[src/rtl/button_debounce_filter_if.sv]
// rtl/button_debounce_filter_if.sv - button debouncer bundle: raw buttons and sample wave in, clean levels and pulses out
interface button_debounce_filter_if #(
  parameter int WIDTH = 4
);
  logic             sample_clk;
  logic [WIDTH-1:0] btn_in;
  logic [WIDTH-1:0] btn_level;
  logic [WIDTH-1:0] btn_press;
  logic [WIDTH-1:0] btn_release;
  logic             sample_tick;

  modport master (
    output sample_clk,
    output btn_in,
    input  btn_level,
    input  btn_press,
    input  btn_release,
    input  sample_tick
  );

  modport slave (
    input  sample_clk,
    input  btn_in,
    output btn_level,
    output btn_press,
    output btn_release,
    output sample_tick
  );
endinterface

[src/rtl/button_debounce_filter.sv]
// rtl/button_debounce_filter.sv - multi-channel push-button debouncer sampled on rising edges of a slow divider wave
module button_debounce_filter #(
  parameter int WIDTH          = 4,
  parameter int STABLE_SAMPLES = 3,
  parameter bit ACTIVE_LOW     = 1
) (
  input logic                    clk,
  input logic                    reset,
  button_debounce_filter_if.slave bus
);
  typedef enum logic [1:0] {
    IDLE_LOW,
    CONFIRM_HIGH,
    IDLE_HIGH,
    CONFIRM_LOW
  } state_t;

  localparam logic [3:0]       LAST_CNT = 4'(STABLE_SAMPLES - 1);
  localparam logic [WIDTH-1:0] INACTIVE = {WIDTH{ACTIVE_LOW}};

  logic             s1, s2, s3;
  logic [WIDTH-1:0] b1, b2;
  logic [WIDTH-1:0] smp;
  logic             tick;

  // Buttons reset to their released level so nothing looks pressed right after reset.
  always_ff @(posedge clk or posedge reset) begin
    if (reset) begin
      s1 <= 1'b0;
      s2 <= 1'b0;
      s3 <= 1'b0;
      b1 <= INACTIVE;
      b2 <= INACTIVE;
    end else begin
      s1 <= bus.sample_clk;
      s2 <= s1;
      s3 <= s2;
      b1 <= bus.btn_in;
      b2 <= b1;
    end
  end

  assign tick = s2 & ~s3;
  assign smp  = ACTIVE_LOW ? ~b2 : b2;

  state_t           state [WIDTH];
  logic [3:0]       cnt   [WIDTH];
  logic [WIDTH-1:0] level_q;
  logic [WIDTH-1:0] press_q;
  logic [WIDTH-1:0] release_q;

  always_ff @(posedge clk or posedge reset) begin
    if (reset) begin
      for (int i = 0; i < WIDTH; i++) begin
        state[i] <= IDLE_LOW;
        cnt[i]   <= 4'd0;
      end
      level_q   <= '0;
      press_q   <= '0;
      release_q <= '0;
    end else begin
      press_q   <= '0;
      release_q <= '0;
      if (tick) begin
        for (int i = 0; i < WIDTH; i++) begin
          case (state[i])
            IDLE_LOW: begin
              if (smp[i]) begin
                state[i] <= CONFIRM_HIGH;
                cnt[i]   <= 4'd1;
              end
            end
            CONFIRM_HIGH: begin
              if (!smp[i]) begin
                state[i] <= IDLE_LOW;
                cnt[i]   <= 4'd0;
              end else if (cnt[i] == LAST_CNT) begin
                state[i]   <= IDLE_HIGH;
                cnt[i]     <= 4'd0;
                level_q[i] <= 1'b1;
                press_q[i] <= 1'b1;
              end else begin
                cnt[i] <= cnt[i] + 4'd1;
              end
            end
            IDLE_HIGH: begin
              if (!smp[i]) begin
                state[i] <= CONFIRM_LOW;
                cnt[i]   <= 4'd1;
              end
            end
            CONFIRM_LOW: begin
              if (smp[i]) begin
                state[i] <= IDLE_HIGH;
                cnt[i]   <= 4'd0;
              end else if (cnt[i] == LAST_CNT) begin
                state[i]     <= IDLE_LOW;
                cnt[i]       <= 4'd0;
                level_q[i]   <= 1'b0;
                release_q[i] <= 1'b1;
              end else begin
                cnt[i] <= cnt[i] + 4'd1;
              end
            end
            default: begin
              state[i] <= IDLE_LOW;
              cnt[i]   <= 4'd0;
            end
          endcase
        end
      end
    end
  end

  assign bus.btn_level   = level_q;
  assign bus.btn_press   = press_q;
  assign bus.btn_release = release_q;
  assign bus.sample_tick = tick;
endmodule

[src/flat_wrapper.sv]
// flat-port wrapper written by rule: the top's interface ports become plain ports
module button_debounce_filter_flat 
#(
  parameter int WIDTH          = 4,
  parameter int STABLE_SAMPLES = 3,
  parameter bit ACTIVE_LOW     = 1
)
  (clk, reset, bus_sample_clk, bus_btn_in, bus_btn_level, bus_btn_press, bus_btn_release, bus_sample_tick);
  button_debounce_filter_if #(.WIDTH(WIDTH)) bus_i ();
  input logic clk;
  input logic reset;
  input wire logic [$bits(bus_i.sample_clk)-1:0] bus_sample_clk;
  input wire logic [$bits(bus_i.btn_in)-1:0] bus_btn_in;
  output wire logic [$bits(bus_i.btn_level)-1:0] bus_btn_level;
  output wire logic [$bits(bus_i.btn_press)-1:0] bus_btn_press;
  output wire logic [$bits(bus_i.btn_release)-1:0] bus_btn_release;
  output wire logic [$bits(bus_i.sample_tick)-1:0] bus_sample_tick;
  assign bus_i.sample_clk = bus_sample_clk;
  assign bus_i.btn_in = bus_btn_in;
  assign bus_btn_level = bus_i.btn_level;
  assign bus_btn_press = bus_i.btn_press;
  assign bus_btn_release = bus_i.btn_release;
  assign bus_sample_tick = bus_i.sample_tick;
  button_debounce_filter #(.WIDTH(WIDTH), .STABLE_SAMPLES(STABLE_SAMPLES), .ACTIVE_LOW(ACTIVE_LOW)) u_core (.clk(clk), .reset(reset), .bus(bus_i));
endmodule
[config.mk]
export PLATFORM = sky130hd
export DESIGN_NAME = button_debounce_filter_flat
export DESIGN_NICKNAME = d
export VERILOG_FILES = /design/src/rtl/button_debounce_filter_if.sv /design/src/rtl/button_debounce_filter.sv /design/src/flat_wrapper.sv
export SDC_FILE = /design/constraint.sdc
export NUM_CORES = 1
export LEC_CHECK = 0
export CAP_MARGIN = 25
export CORE_MARGIN = 10
export CORE_UTILIZATION = 50
export CTS_BUF_LIST = sky130_fd_sc_hd__clkbuf_4 sky130_fd_sc_hd__clkbuf_8
export DETAILED_ROUTE_END_ITERATION = 8
export PLACE_DENSITY = 0.71
export SKIP_LAST_GASP = 1
export SYNTH_ARGS = -nofsm -noshare
export SYNTH_HDL_FRONTEND = slang
export SYNTH_SLANG_ARGS = --single-unit
[constraint.sdc]
create_clock -name clk -period 4.85 [get_ports clk]
set_clock_uncertainty 0.15 [all_clocks]
set_input_delay 0.7275 -clock clk [delete_from_list [all_inputs] [get_ports clk]]
set_output_delay 0.7275 -clock clk [all_outputs]
set_load 0.01 [all_outputs]
==> Word level (Yosys, flattened, before mapping) <==
Index checks and enable logic that the tools add are counted.
{ "word_totals": {"ff_bits": 47, "latch_bits": 0, "mem_bits_rw": 0, "rom_bits": 0, "inputBits": 7, "output_inout_bits": 13, "memories": 0} }
{ "op_classes": {"add_sub_neg": 4, "mul": 0, "div": 0, "n_lt_le_gt_ge": 0, "n_eq_ne": 48, "shift": 0, "mux": 94, "n_bitwise": 3, "n_reduce_logical": 20} }
{ "ops": {"columns": ["op", "count"], "rows": [
  ["two-way mux 4 bit", 22],
  ["case mux 4 bit (4 select lines)", 4],
  ["two-way mux 2 bit", 24],
  ["two-way mux 1 bit", 36],
  ["!= test 2 x 1 -> 1 bit, second input constant", 16],
  ["case mux 2 bit (4 select lines)", 4],
  ["AND reduction 6 bit", 4],
  ["AND reduction 5 bit", 4],
  ["adder 4 x 1 -> 4 bit, second input constant", 4],
  ["equality test 2 bit, second input constant", 8],
  ["equality test 4 x 2 -> 1 bit, second input constant", 4],
  ["!= test 2 bit, second input constant", 8],
  ["!= test 3 x 1 -> 1 bit, second input constant", 4],
  ["!= test 3 bit, second input constant", 4],
  ["AND reduction 3 bit", 4],
  ["equality test 2 x 1 -> 1 bit, second input constant", 4],
  ["logical NOT 2 bit", 4],
  ["case mux 1 bit (2 select lines)", 4],
  ["nonzero test 2 bit", 4],
  ["inverter 4 bit", 1],
  ["AND 1 bit", 1],
  ["inverter 1 bit", 1]
]} }

==> Depth between registers and ports, before layout <==
Gate-level depths: netlist of the first run.
{ "logic_depth": {"depth_word": 5, "ltp_mapped": 6, "ltp_nobuf": 5} }

==> Least setup slack after synthesis of the first run <==
No wires, ideal clock.
{ "synth_timing": {"path_kind": "register to output", "from": "register u_core.s3", "to": "output bus_sample_tick", "arrival_ns": 0.977, "required_time_ns": 3.973, "setup_slack_ns": 2.995, "path_stages_with_launch": 5, "n_path_buf": 2, "cell_sequence": "dfrtp_1 nand2b_1 buf_2 inv_2 buf_2"} }
{ "synth_via": {"elab_chain_cells": 2} }
{ "synth_rtl": {"columns": ["item", "line", "rtl"], "rows": [
  ["from (decl)", "button_debounce_filter.sv:21", "logic s1, s2, s3;"],
  ["from (signal assigned)", "button_debounce_filter.sv:31", "s3 <= 1'b0;"],
  ["from (signal assigned)", "button_debounce_filter.sv:37", "s3 <= s2;"],
  ["inverter 1 bit", "button_debounce_filter.sv:43", "assign tick = s2 & ~s3;"],
  ["AND 1 bit", "button_debounce_filter.sv:43", null],
  ["to (decl)", "flat_wrapper.sv:17", "output wire logic [$bits(bus_i.sample_tick)-1:0] bus_sample_tick;"]
]} }
No other way between the ends.

==> Worst setup path after layout of the first run <==
Ends and elaborated chain as after synthesis.

==> metrics.md, run 1 <==
| Metric | Value |
|---|---|
| Post-CTS Setup Bufs | `0` |
| Register area share after synthesis | `0.552` |
| Die height | `around 86 um` |
| Yosys warning count | `0` |
| Setup tns final | `0 ns` |
| Final WL | `4070 um` |
| CP Capture Type | `primary output` |
| Slew HR | `0.516` |
| Largest net degree at the start of global routing | `27` |
| Antenna viol nets, final | `0` |
| Gate Count Post-Synth | `between 150 and 200` |
| Post-synth EDFFs | `0` |
| R2r endpoint | `u_core.bus.btn_level[3]` |
| Area Growth Syn to Fin | `15.1%` |
| Post-synth top area cell | `dfrtp_1` |
| Die Span X | `85.6 um` |
| Cell Rows | `23` |
| Clock Sinks | `47` |
| Aggregate global-route resource usage | `0.112` |
| Hold Crit Endpoint | `u_core.b2[3]` |
| Worst R2R Setup Slack | `2.92 ns` |
| CP startpoint | `u_core.s3` |
| Synth Area per Inst | `11.6 um^2` |
| Pleak | `1.06 nW` |
| Dpl hpwl | `roughly 3000 um` |
| Placed Cells | `251` |
| Hold buffer count at cts | `0` |
| Max FO, Critical Path | `23` |
| Cells taking the most area after synthesis | `dfrtp_1 (45%), dfstp_2 (9.8%), ha_1 (4.7%), o2bb2ai_1 (4.1%), mux2i_1 (3.3%)` |
| Total clock buffers created by CTS | `5` |
| Slew Viols, Final | `0` |
| Yosys reg bits | `47` |
| DIE AREA | `7320 um^2` |
| Top cell type's share of synthesized area | `0.454` |
| Final non-filler cell area | `2470 um^2` |
| WL per Instance | `15.7 um` |
| Hold path depth | `0` |
| Initial antenna violation count | `0` |
| Synthesized Nets | `201` |
| DRT iter0 DRCs | `110` |
| DR vias | `1476` |
| Final std cells w/o fill | `259` |
| Nets | `between 200 and 250` |
| Final GP Congestion | `roughly 0.82` |
| Worst skew pair latency | `0.30 ns` |
| CTS resizes | `0` |
| Root Driver | `clkbuf_8` |
| Grt ovf | `0` |
| Worst EP required | `3.97 ns` |
| I/O pin count | `20` |
| Hold Vio Cnt, Final | `0` |
| Power Total | `0.00107 W` |
| Vias in the first global route | `~1600` |
| Hold_sp | `u_core.b1[3]` |
| CTS H-Tree Depth | `2` |
| TritonRoute pass-1 iters | `4` |
| Initial Utilization | `0.526` |
| Diode count | `0` |
| Synthesized area | `approximately 2100 um^2` |
| Layout cells sized above 1 | `0.115` |
| Tightest Hold Check Type | `flip-flop to flip-flop` |
| Fmax | `0.339 GHz` |
| Final period util | `0.609` |
| DRC viols | `0` |
| Global-route wire length before repair | `6790 um` |
| Synth cell count leaders | `dfrtp_1 (39), inv_1 (11), a21oi_1 (10), o2bb2ai_1 (10)` |
| Worst VDD drop | `246 uV` |
| Placed standard-cell area | `2380 um^2` |
| Min Tclk post-route | `2.95 ns` |
| Async SR Flop Fraction | `1.00` |
| CTS clk-pin slew, worst paths | `0.08 ns` |
| Pwr dens | `approximately 430 nW/um^2` |
| Crit Path Category | `flip-flop to primary output` |
| CORE AREA | `~4100 um^2` |
| Max-cap viol count | `0` |
| Crit path launch type | `flip-flop` |
| RSZ-0062 raised after global routing | `false` |
| Vias per cell | `5.70` |
| Critical R2R Launch | `u_core.cnt[0]` |
| Synth Flop Type | `dfrtp_1` |
| Worst reg-to-reg path cell count | `5` |
| Worst EP arrival | `2.07 ns` |
| Port Buffers | `19` |
| Dominant cell by count in the synthesized netlist | `dfrtp_1` |
| Yosys cell types | `42` |
| Slew at the pin closest to its max-slew limit | `0.721 ns` |
| Setup-failing EPs final | `0` |
| Clock Path Buffers | `2` |
| CTS tree | `done` |
| Status | `complete, no violations` |
[power by group]
part | internal, W | switching (W)
clock network | 0.000112 | 0.000123
logic | 0.000124 | 0.000140
registers | 0.000468 | 0.000101
total | 0.000704 | 0.000364
[registers in the layout (all words and copies together) (netlist names), named ones only]
register and count:
u_core.cnt 16, u_core.b1 4, u_core.b2 4, u_core.bus.btn_level 4
u_core.bus.btn_press 4, u_core.bus.btn_release 4, u_core.state 4, u_core.s1 1
u_core.s2 1, u_core.s3 1
[cell type report]
type                            count  area (um^2)
Fill cell                         319         1610
Sequential cell                    47         1190
Multi-Input combinational cell    122          893
Timing Repair Buffer               20          198
Clock buffer                        7         83.8
Tap cell                           50         62.6
Inverter                           12         45.0
Clock inverter                      1         5.00
[worst max-delay path, stage by stage (launching register included)]
cell	delay, ns
dfrtp_1	0.47
nand2b_1	0.33
inv_2	0.36
clkdlybuf4s50_1	0.62
[stage by stage]
| stage | utilization | worst slack [ns] | hold slack (ns) |
|---|---|---|---|
| after CTS | 0.605 | 1.88 | 0.204 |
| after global placement | 0.584 | 2.25 | 0.196 |
| final | 0.605 | 1.90 | 0.203 |
| after detailed placement | 0.584 | 2.21 | 0.197 |
| after floorplan | - | 2.87 | 0.181 |
| after global routing | 0.605 | 1.81 | 0.212 |
[worst max path at each step]
stage                                 end  slack, ns  depth (start not counted)
after global placement    bus_sample_tick       2.25                          3
after global routing      bus_sample_tick       1.81                          3
after floorplan                 async pin       2.87                          1
after CTS                 bus_sample_tick       1.88                          3
final                     bus_sample_tick       1.90                          3
after detailed placement  bus_sample_tick       2.21                          3
[layout by cell type, fill, tap and decap left out, types with 4 or more instances in the layout]
cell / n
nand3_1: 9
xnor2_1: 4
nor3b_1: 7
clkdlybuf4s50_1: 19
mux2i_1: 7
o21ai_1: 5
dfstp_2: 8
clkbuf_8: 5
nor2b_1: 9
nand2_1: 5
inv_1: 10
dfrtp_1: 39
nor2_1: 5
o2bb2ai_1: 10
a21oi_1: 10
ha_1: 8
[layer usage]
metal | track usage | up-vias | wire length [um]
li1 | - | 720 | -
met1 | 0.112 | 729 | 1810
met2 | 0.198 | 20 | 2030
met3 | 0.0388 | 7 | 155
met4 | 0.0614 | 0 | 72
met5 | 0 | - | 0
[kinds of logic (layout without fill, tap and decap cells)]
| logic type | Yosys count | after routing | synth area share |
|---|---|---|---|
| AOI/OAI and AO/OA | 44 | 44 | 0.146 |
| xor gates and xnor gates | 4 | 4 | 0.0163 |
| adders and majority gates | 8 | 8 | 0.0466 |
| buffers and inverters | 17 | 40 | 0.0320 |
| DFF | 47 | 47 | 0.552 |
| muxes | 9 | 9 | 0.0431 |
| and+or+nand+nor | 57 | 57 | 0.164 |
No activity file was read; power rests on OpenSTA's default activity.
==> run 2, diff against run 1 <==
--- a/config.mk
+++ b/config.mk
@@ -10,7 +10,7 @@
 export CORE_UTILIZATION = 50
 export CTS_BUF_LIST = sky130_fd_sc_hd__clkbuf_4 sky130_fd_sc_hd__clkbuf_8
 export DETAILED_ROUTE_END_ITERATION = 8
-export PLACE_DENSITY = 0.71
+export PLACE_DENSITY = 0.74
 export SKIP_LAST_GASP = 1
 export SYNTH_ARGS = -nofsm -noshare
 export SYNTH_HDL_FRONTEND = slang
==> constraint.sdc (replaced) <==
create_clock -name clk -period 2.4 [get_ports clk]
set_clock_uncertainty 0.15 [all_clocks]
set_input_delay 0.36 -clock clk [delete_from_list [all_inputs] [get_ports clk]]
set_output_delay 0.36 -clock clk [all_outputs]
set_load 0.01 [all_outputs]
==> metrics.md, run 2 (synthesis gave the netlist of run 1 again) <==
| Metric | Value |
|---|---|
| CTS H-Tree Depth | `2 (unchanged)` |
| Fill cell count | `335 (+5.0%)` |
| Clock Sinks | `47 (unchanged)` |
| Max-cap viol count | `0 (unchanged)` |
| Crit Path Category | `flip-flop to primary output` |
| Largest net degree at the start of global routing | `23 (-15%)` |
| Pwr dens | `903 nW/um^2 (+110%)` |
| Die Span X | `85.6 um (unchanged)` |
| Setup-failing EPs final | `0 (unchanged)` |
| Initial Utilization | `0.526 (unchanged)` |
| Post-CTS Setup Bufs | `0 (unchanged)` |
| GRT met3 Usage | `0.0341 (-0.00473)` |
| DR vias | `1561 (+5.8%)` |
| TritonRoute pass-1 iters | `5 (+1)` |
| Slew at the pin closest to its max-slew limit | `0.634 ns (-0.0871 ns)` |
| I/O pin count | `20 (unchanged)` |
| Multi-input gate area | `893 um^2 (unchanged)` |
| Die height | `85.6 um (unchanged)` |
| Final core occ | `0.621 (+0.0156)` |
| Dpl hpwl | `2890 um (-2.9%)` |
| Final WL | `4100 um (+0.64%)` |
| Root Driver | `clkbuf_8` |
| CTS clk-pin slew, worst paths | `0.09 ns (about the same)` |
| Crit path launch type | `flip-flop` |
| Tightest Hold Check Type | `primary input to async pin` |
| Dpl ws | `0.504 ns (-1.71 ns)` |
| R2r endpoint | `u_core.bus.btn_level[3]` |
| Hold buffer count at cts | `0 (unchanged)` |
| Grt ovf | `0 (unchanged)` |
| CTS resizes | `0 (unchanged)` |
| Worst reg-to-reg path cell count | `5 (unchanged)` |
| Diode count | `0 (unchanged)` |
| Most frequent cells in the layout | `dfrtp_1 (39), clkdlybuf4s50_1 (19), o2bb2ai_1 (10), inv_1 (10), a21oi_1 (10)` |
| Worst EP required | `1.89 ns (-2.08 ns)` |
| Worst R2R Setup Slack | `0.48 ns (-2.44 ns)` |
| CORE AREA | `4090 um^2 (unchanged)` |
| Critical R2R Launch | `u_core.cnt[0]` |
| Initial antenna violation count | `0 (unchanged)` |
| Slowest CP cell | `clkdlybuf4s50_1` |
| Slew HR | `0.575 (+0.0585)` |
| DRC viols | `0 (unchanged)` |
| Setup tns final | `0 ns (unchanged)` |
| Commonest non-fill, non-tap cell in the layout | `dfrtp_1` |
| Fmax | `0.480 GHz` |
| DRT iter0 DRCs | `90 (-18%)` |
| Min Tclk post-route | `2.08 ns` |
| Nets | `226 (+1.3%)` |
| Status | `complete, no violations` |
| Reg area | `1190 um^2 (unchanged)` |
| Hold Vio Cnt, Final | `0 (unchanged)` |
| Max FFs per register | `16 (unchanged)` |
| Global-route met1 utilization | `0.126 (+0.0142)` |
| Final GP Congestion | `0.914 (+11%)` |
| CP peak stage delay | `0.53 ns (-0.09 ns)` |
| Layout cells sized above 1 | `0.127 (+0.0125)` |
| Total clock buffers created by CTS | `5 (unchanged)` |
| Setup ws final | `0.319 ns (-1.58 ns)` |
| Area Growth Syn to Fin | `18.1%` |
| Aggregate global-route resource usage | `0.113 (+0.00137)` |
| Grt peak-use layer | `met2` |
| Worst EP arrival | `1.57 ns (-0.50 ns)` |
| CP Cell Sequence | `nand2b_1 -> inv_2 -> clkdlybuf4s50_1` |
| Most flops, register | `u_core.cnt` |
| Worst VDD drop | `562 uV (+130%)` |
| RSZ-0062 raised after global routing | `false` |
| Final period util | `0.867` |
| Max FO, Critical Path | `8 (-65%)` |
| Cell Rows | `23 (unchanged)` |
| Global-route wire length before repair | `6910 um (+1.7%)` |
| Vias per cell | `5.96 (+4.5%)` |
| Worst skew pair latency | `0.30 ns (about the same)` |
| GR Layer Usage met2 | `0.195 (-0.00341)` |
| Port Buffers | `19 (unchanged)` |
| DIE AREA | `7320 um^2 (unchanged)` |
| Vias in the first global route | `1542 (-2.2%)` |
| Pleak | `1.09 nW (+2.9%)` |
| Clock Path Buffers | `2 (unchanged)` |
| CTS tree | `done` |
| Antenna viol nets, final | `0 (unchanged)` |
| Slew Viols, Final | `0 (unchanged)` |
| CP Capture Type | `primary output` |
| WL per Instance | `15.6 um (-0.51%)` |
## run 2: cell count changes in the layout (fill, tap and decap cells not counted)
cell       before  now
buf_4           1    3
clkbuf_4        2    0
buf_12          0    1
bufinv_16       0    1
clkbuf_8        5    6
## run 2: metal layers
metal | vias to the layer above | wire length, um
li1 | 730 | -
met1 | 770 | 1780
met2 | 48 | 2020
met3 | 13 | 216
met4 | 0 | 79
met5 | - | 0
## run 2: stage by stage
step	cells	area (um^2)	power, W	hold WS (ns)
after detailed placement	254	2420	0.00169	0.191
after global placement	254	2420	0.00164	0.189
after floorplan	186	2150	0.00154	0.181
final	262	2540	0.00229	0.207
after CTS	262	2540	0.00230	0.209
after global routing	262	2540	0.00243	0.214
## run 2: worst max-delay path, delay by kind of cell (launching register included)
kind                   cells  cell delay [ns]
and+or+nand+nor            1             0.21
DFF                        1             0.47
buffers and inverters      2             0.60
## run 2: final cells by class
type | instances | area share
tap | 50 | 0.0247
inverter | 12 | 0.0178
clock buffer | 6 | 0.0325
multi-input combinational | 122 | 0.352
sequential | 47 | 0.467
timing repair buffer | 23 | 0.0917
clock inverter | 2 | 0.0138
## run 2: report_power, final
group | total, W | internal, W | switching (W) | leakage [nW]
Sequential | 0.00114 | 0.000945 | 0.000199 | 0.583
Combinational | 0.000548 | 0.000257 | 0.000291 | 0.445
Clock | 0.000599 | 0.000337 | 0.000262 | 0.0612
## run 2: worst max-delay path by stage
stage / from / endpoint / slack (ns) / cells past startpoint
after floorplan: u_core.cnt[0] / u_core.bus.btn_level[3] / 0.58 / 6
after global placement: u_core.cnt[0] / u_core.bus.btn_level[3] / 0.57 / 5
after detailed placement: u_core.cnt[0] / u_core.bus.btn_level[3] / 0.50 / 5
after CTS: u_core.s3 / bus_sample_tick / 0.30 / 3
after global routing: u_core.s3 / bus_sample_tick / 0.23 / 3
final: u_core.s3 / bus_sample_tick / 0.32 / 3
